**config.mk**
```make
export PLATFORM = sky130hd
export DESIGN_NAME = mult16_seq
export DESIGN_NICKNAME = d
export VERILOG_FILES = /design/src/rtl/mult16_seq.sv
export SDC_FILE = /design/constraint.sdc
export NUM_CORES = 1
export LEC_CHECK = 0
export ABC_CLOCK_PERIOD_IN_PS = 9700
export CAP_MARGIN = 40
export CORE_MARGIN = 5
export CORE_UTILIZATION = 59
export DETAILED_ROUTE_END_ITERATION = 10
export DONT_BUFFER_PORTS = 1
export MAX_ROUTING_LAYER = met4
export PLACE_DENSITY = 0.75
export SLEW_MARGIN = 20
export SYNTH_ARGS = -nofsm -noshare
export SYNTH_HDL_FRONTEND = slang
export SYNTH_SLANG_ARGS = --single-unit
```
**constraint.sdc**
```tcl
create_clock -name clk -period 9.7 [get_ports clk]
set_input_delay 0 -clock clk [delete_from_list [all_inputs] [get_ports clk]]
set_output_delay 0 -clock clk [all_outputs]
set_load 0.02 [all_outputs]
```
**src/rtl/mult16_seq.sv**
```systemverilog
// Sequential 16x16 unsigned shift-and-add multiplier with a 16-bit ripple-carry adder.
// Optional build macro MULT16_ZERO_SKIP_EN: zero operands finish in one cycle.

// fulladd16: 16-bit ripple-carry adder
// Latency: combinational
// Backpressure: none
module fulladd16 (
  input  logic [15:0] a,
  input  logic [15:0] b,
  input  logic        cin,
  output logic [15:0] sum,
  output logic        cout
);
  logic [16:0] c;

  assign c[0] = cin;

  genvar i;
  generate
    for (i = 0; i < 16; i++) begin : g_bit
      assign sum[i]   = a[i] ^ b[i] ^ c[i];
      assign c[i+1]   = (a[i] & b[i]) | (a[i] & c[i]) | (b[i] & c[i]);
    end
  endgenerate

  assign cout = c[16];
endmodule

// mult16_seq: 16x16 -> 32 unsigned multiply, one adder pass per clock
// Latency: done 16 cycles after the accepting edge (1 with zero skip)
// Backpressure: start is ignored while busy; no queuing
module mult16_seq (
  input  logic        clk,
  input  logic        rst_n,
  input  logic        start,
  input  logic [15:0] a,
  input  logic [15:0] b,
  output logic        busy,
  output logic        done,
  output logic [31:0] product
);
  typedef enum logic [1:0] {IDLE, RUN, DONE} state_t;

  state_t      state;
  logic [15:0] mcand;
  logic [15:0] acc;
  logic [15:0] mq;
  logic [3:0]  cnt;

  logic [15:0] addend;
  logic [15:0] sum;
  logic        cout;
  logic [15:0] next_acc;
  logic [15:0] next_mq;

  assign addend = mq[0] ? mcand : 16'h0000;

  fulladd16 u_add (
    .a    (acc),
    .b    (addend),
    .cin  (1'b0),
    .sum  (sum),
    .cout (cout)
  );

  // The adder carry-out lands in acc[15]; sum[0] drops into the low product.
  assign next_acc = {cout, sum[15:1]};
  assign next_mq  = {sum[0], mq[15:1]};

  always_ff @(posedge clk or negedge rst_n) begin
    if (!rst_n) begin
      state   <= IDLE;
      mcand   <= '0;
      acc     <= '0;
      mq      <= '0;
      cnt     <= '0;
      busy    <= 1'b0;
      done    <= 1'b0;
      product <= '0;
    end else begin
      case (state)
        IDLE, DONE: begin
          done <= 1'b0;
          if (start) begin
            mcand <= a;
            mq    <= b;
            acc   <= '0;
            cnt   <= '0;
`ifdef MULT16_ZERO_SKIP_EN
            if (a == 16'h0000 || b == 16'h0000) begin
              state   <= DONE;
              done    <= 1'b1;
              busy    <= 1'b0;
              product <= '0;
            end else begin
              state <= RUN;
              busy  <= 1'b1;
            end
`else
            state <= RUN;
            busy  <= 1'b1;
`endif
          end else begin
            state <= IDLE;
            busy  <= 1'b0;
          end
        end
        RUN: begin
          acc <= next_acc;
          mq  <= next_mq;
          cnt <= cnt + 4'd1;
          if (cnt == 4'd15) begin
            product <= {next_acc, next_mq};
            state   <= DONE;
            busy    <= 1'b0;
            done    <= 1'b1;
          end
        end
        default: begin
          state <= IDLE;
          busy  <= 1'b0;
          done  <= 1'b0;
        end
      endcase
    end
  end
endmodule
```
==> impl_metrics.yaml <==
run_status:
  status: "complete, no violations"
worst_setup_path:
  critPathSlowestCell: "dfrtp_1"
  startpoint_type: "flip-flop"
  cp_max_fo: 17
  path_common_cell: "fa_1"
  path_class: "flip-flop to flip-flop"
  endpoint_kind: "flip-flop"
  max_stage_delay_ps: 650
  cp.required_ps: 9920
  arrival_ps: 7160
  worstPathCellList: "and2_1 -> ha_1 -> inv_1 -> fa_1 -> inv_1 -> fa_1 -> inv_1 -> fa_1 -> fa_1 -> fa_1 -> fa_1 -> fa_1 -> inv_1 -> fa_1 -> inv_1 -> fa_1 -> fa_1 -> fa_1 -> fa_1 -> fa_1 -> fa_1 -> fa_1 -> o21ai_0"
routing:
  drc: 0
  dr.first_iter.drc_count: 177
  wirelength_mm: 8.12
  vias: 2572
  ant_nets: 0
  drtPass1Iterations: 4
  wl_per_cell_um: 18.1
  vias_per_cell: 5.73
clock_tree:
  clock-root-buffer: "clkbuf_8"
  cts.reportedPaths.clkPinSlew_ps: 90
  cts_sinks: 87
  cts_resized: 0
  clockBufferDepth: 2
  cts-buffers-inserted: 9
  cts_tree: "done"
  hold_buffers: 34
  cts_setup_buffers: 0
  clkLatencyLatePin_ps: 360
  htreeDepth: 3
sta:
  setup_ws_ps: 2760
  fin_crit_sh_pct: 71.5
  slew_headroom_pct: 49.3
  final-setup-viol-count: 0
  slew_violations: 0
  hold_violations: 0
  finClkSkew_ps: 12.8
  finalSetupTns_ps: 0
  tightest_slew_ps: 759
  rsz0062_at_grt: "false"
  fmax_ghz: 0.144
  final.min_clock_period_ps: 6940
logic_synthesis:
  ys_top_cells_by_area: "dfrtp_1, nand2_1, fa_1"
  synth_common_cells: "dfrtp_1, nand2_1, o21ai_0, inv_1, nand3_1"
  synth_xor_area_share_pct: 0
  synth_fa_ha_area_share_pct: 8.40
  yosys_most_used_dff: "dfrtp_1"
  yosysTopAreaCellShare_pct: 56.2
  synth_top_family_by_area: "simple AND/OR/NAND/NOR gates"
  synth.most_common_cell: "dfrtp_1"
  synth_area_mm2: 0.00387
  ys_ff_latch: 87
  synth-edff-count: 0
  ys_warn_count: 0
  yosysTopAreaCell: "dfrtp_1"
  synth_cell_types: 25
  async_reset_ff_share_pct: 100
  synth_compound_area_share_pct: 10.7
  avgSynthCellArea_um2: 11.4
  syn_nets: 393
  muxShareOfSynthArea_pct: 7.49
  yosysSeqAreaShare_pct: 56.2
  synthSimpleGateAreaFrac_pct: 12.1
  netlist_instances: 341
cells_and_area:
  finish.instance_area_mm2: 0.00447
  finish.utilization_pct: 69.9
  antennaDiodeCount: 0
  fin_nets: 419
  layout-drive-gt1-share_pct: 12.4
  area_delta_synth_final_pct: 15.3
  fill_cells: 458
global_routing:
  grt_pass1_vias: 2718
  antenna_found_initial: 0
  track_usage_pct: 21.5
  grt_first_pass_wirelength_mm: 13.8
  grt_start_max_net_pins: 88
  grt-ovfl-total: 0
power:
  power.switching_w: 0.000618
  cellPowerDensity_mw_per_mm2: 341
  swShare_pct: 40.6
  power_frac_comb_pct: 33.9
  total_power_w: 0.00152
  seqPwrFrac_pct: 49.0
  pwr-share-clk_pct: 17.1
  internal-power_w: 0.000906
  power_leakage_nw: 2.08
  ir_drop_v: 0.000205
run:
  cap_violations: 0
floorplanning:
  die_y_um: 91.0
  core_area_mm2: 0.00639
  io-pin-count: 69
  die-area_mm2: 0.00829
  die_x_um: 91.0
  row_count: 29
  initial_core_util_pct: 60.7
placement:
  placement.io_buffers: 0
  placed_area_mm2: 0.00388
  pre_cts_ws_ps: 2740
  hpwlAfterDp_mm: 5.05
  gp_congestion: 0.784
min_path:
  hold_path.class: "input pin to flip-flop"
power by group through the flow:
stage / clock (W) / sequential [W] / combinational [W]
after floorplan: 0 / 0.000704 / 0.000401
after global placement: 0 / 0.000748 / 0.000469
after detailed placement: 0 / 0.000754 / 0.000493
after CTS: 0.000265 / 0.000749 / 0.000512
after global routing: 0.000283 / 0.000771 / 0.000589
final: 0.000261 / 0.000747 / 0.000516
layout make-up:
| type | count | area, µm² | share of cell area, % |
|---|---|---|---|
| Tap cell | 77 | 96.3 | 2.16 |
| Clock buffer | 10 | 138 | 3.08 |
| Inverter | 19 | 71.3 | 1.60 |
| Multi-Input combinational cell | 211 | 1510 | 33.8 |
| Timing Repair Buffer | 39 | 408 | 9.13 |
| Clock inverter | 6 | 68.8 | 1.54 |
| Sequential cell | 87 | 2180 | 48.7 |
cell usage in the layout (no fill, tap or decap):
master	count
nor2b_2	2
or2_1	1
clkinvlp_4	1
inv_1	19
nand4_1	1
inv_6	1
a22oi_1	16
clkinv_2	1
a22o_1	3
mux2_4	15
nand2_1	82
mux2_2	4
nand3_2	1
nand2b_2	1
buf_12	1
ha_1	2
buf_16	1
dlygate4sd3_1	33
mux2i_1	2
and2_1	3
fa_1	15
dfrtp_1	87
nor2_2	1
clkbuf_8	10
bufinv_16	1
clkinv_4	2
o21ai_0	29
nand3_1	18
o2bb2ai_1	14
nand2b_1	1
buf_4	4
worst max-delay path: cells and delay by family, from the launching register on:
kind	cells	cell delay, ps
adder cells (fa/ha/maj)	16	5590
flip-flops	1	650
buffers and inverters	5	300
AND/OR/NAND/NOR	1	200
AO/OA/AOI/OAI	1	80
state kept, by name, summed over array words and instances, names as in the netlist:
| register | flops |
|---|---|
| product | 32 |
| acc | 16 |
| mcand | 16 |
| mq | 16 |
| cnt | 4 |
| busy | 1 |
| done | 1 |
| state | 1 |
final timing paths:
kind	cells past startpoint	endpoint	slack [ps]	from
setup / recovery	23	product[30]$_DFFE_PN0P_	2760	mq[0]$_DFFE_PN0P_
hold / removal	3	mcand[4]$_DFFE_PN0P_	50	start
setup reg to reg	23	product[30]$_DFFE_PN0P_	2760	mq[0]$_DFFE_PN0P_
hold reg to reg	2	mcand[0]$_DFFE_PN0P_	480	mcand[0]$_DFFE_PN0P_
max in group asynchronous	2	acc[2]$_DFFE_PN0P_	9170	rst_n
min in group asynchronous	2	product[5]$_DFFE_PN0P_	210	rst_n
cells by family (layout without fill, tap and decap cells):
family / after synthesis / after routing
and+or+nand+nor: 111 / 111
DFF: 87 / 87
AOI/OAI and AO/OA: 62 / 62
buffers and inverters: 43 / 74
muxes: 21 / 21
adders and majority gates: 17 / 17
through the flow:
step | cells | hold WS (ps)
floorplan | 341 | -296
global placement | 398 | -291
detailed placement | 398 | -292
CTS | 448 | 41.6
global route | 449 | 58.6
finish | 449 | 53.4
per-layer routing:
metal  up-vias  wire length [µm]  GRT usage [%]
met1      1312              3570           28.7
li1       1184                 -              -
met4         0               112           7.46
met5         -                 0              -
met2        65              3990           32.5
met3        11               447           5.12
Note: power is estimated with default switching activity, not from simulation.
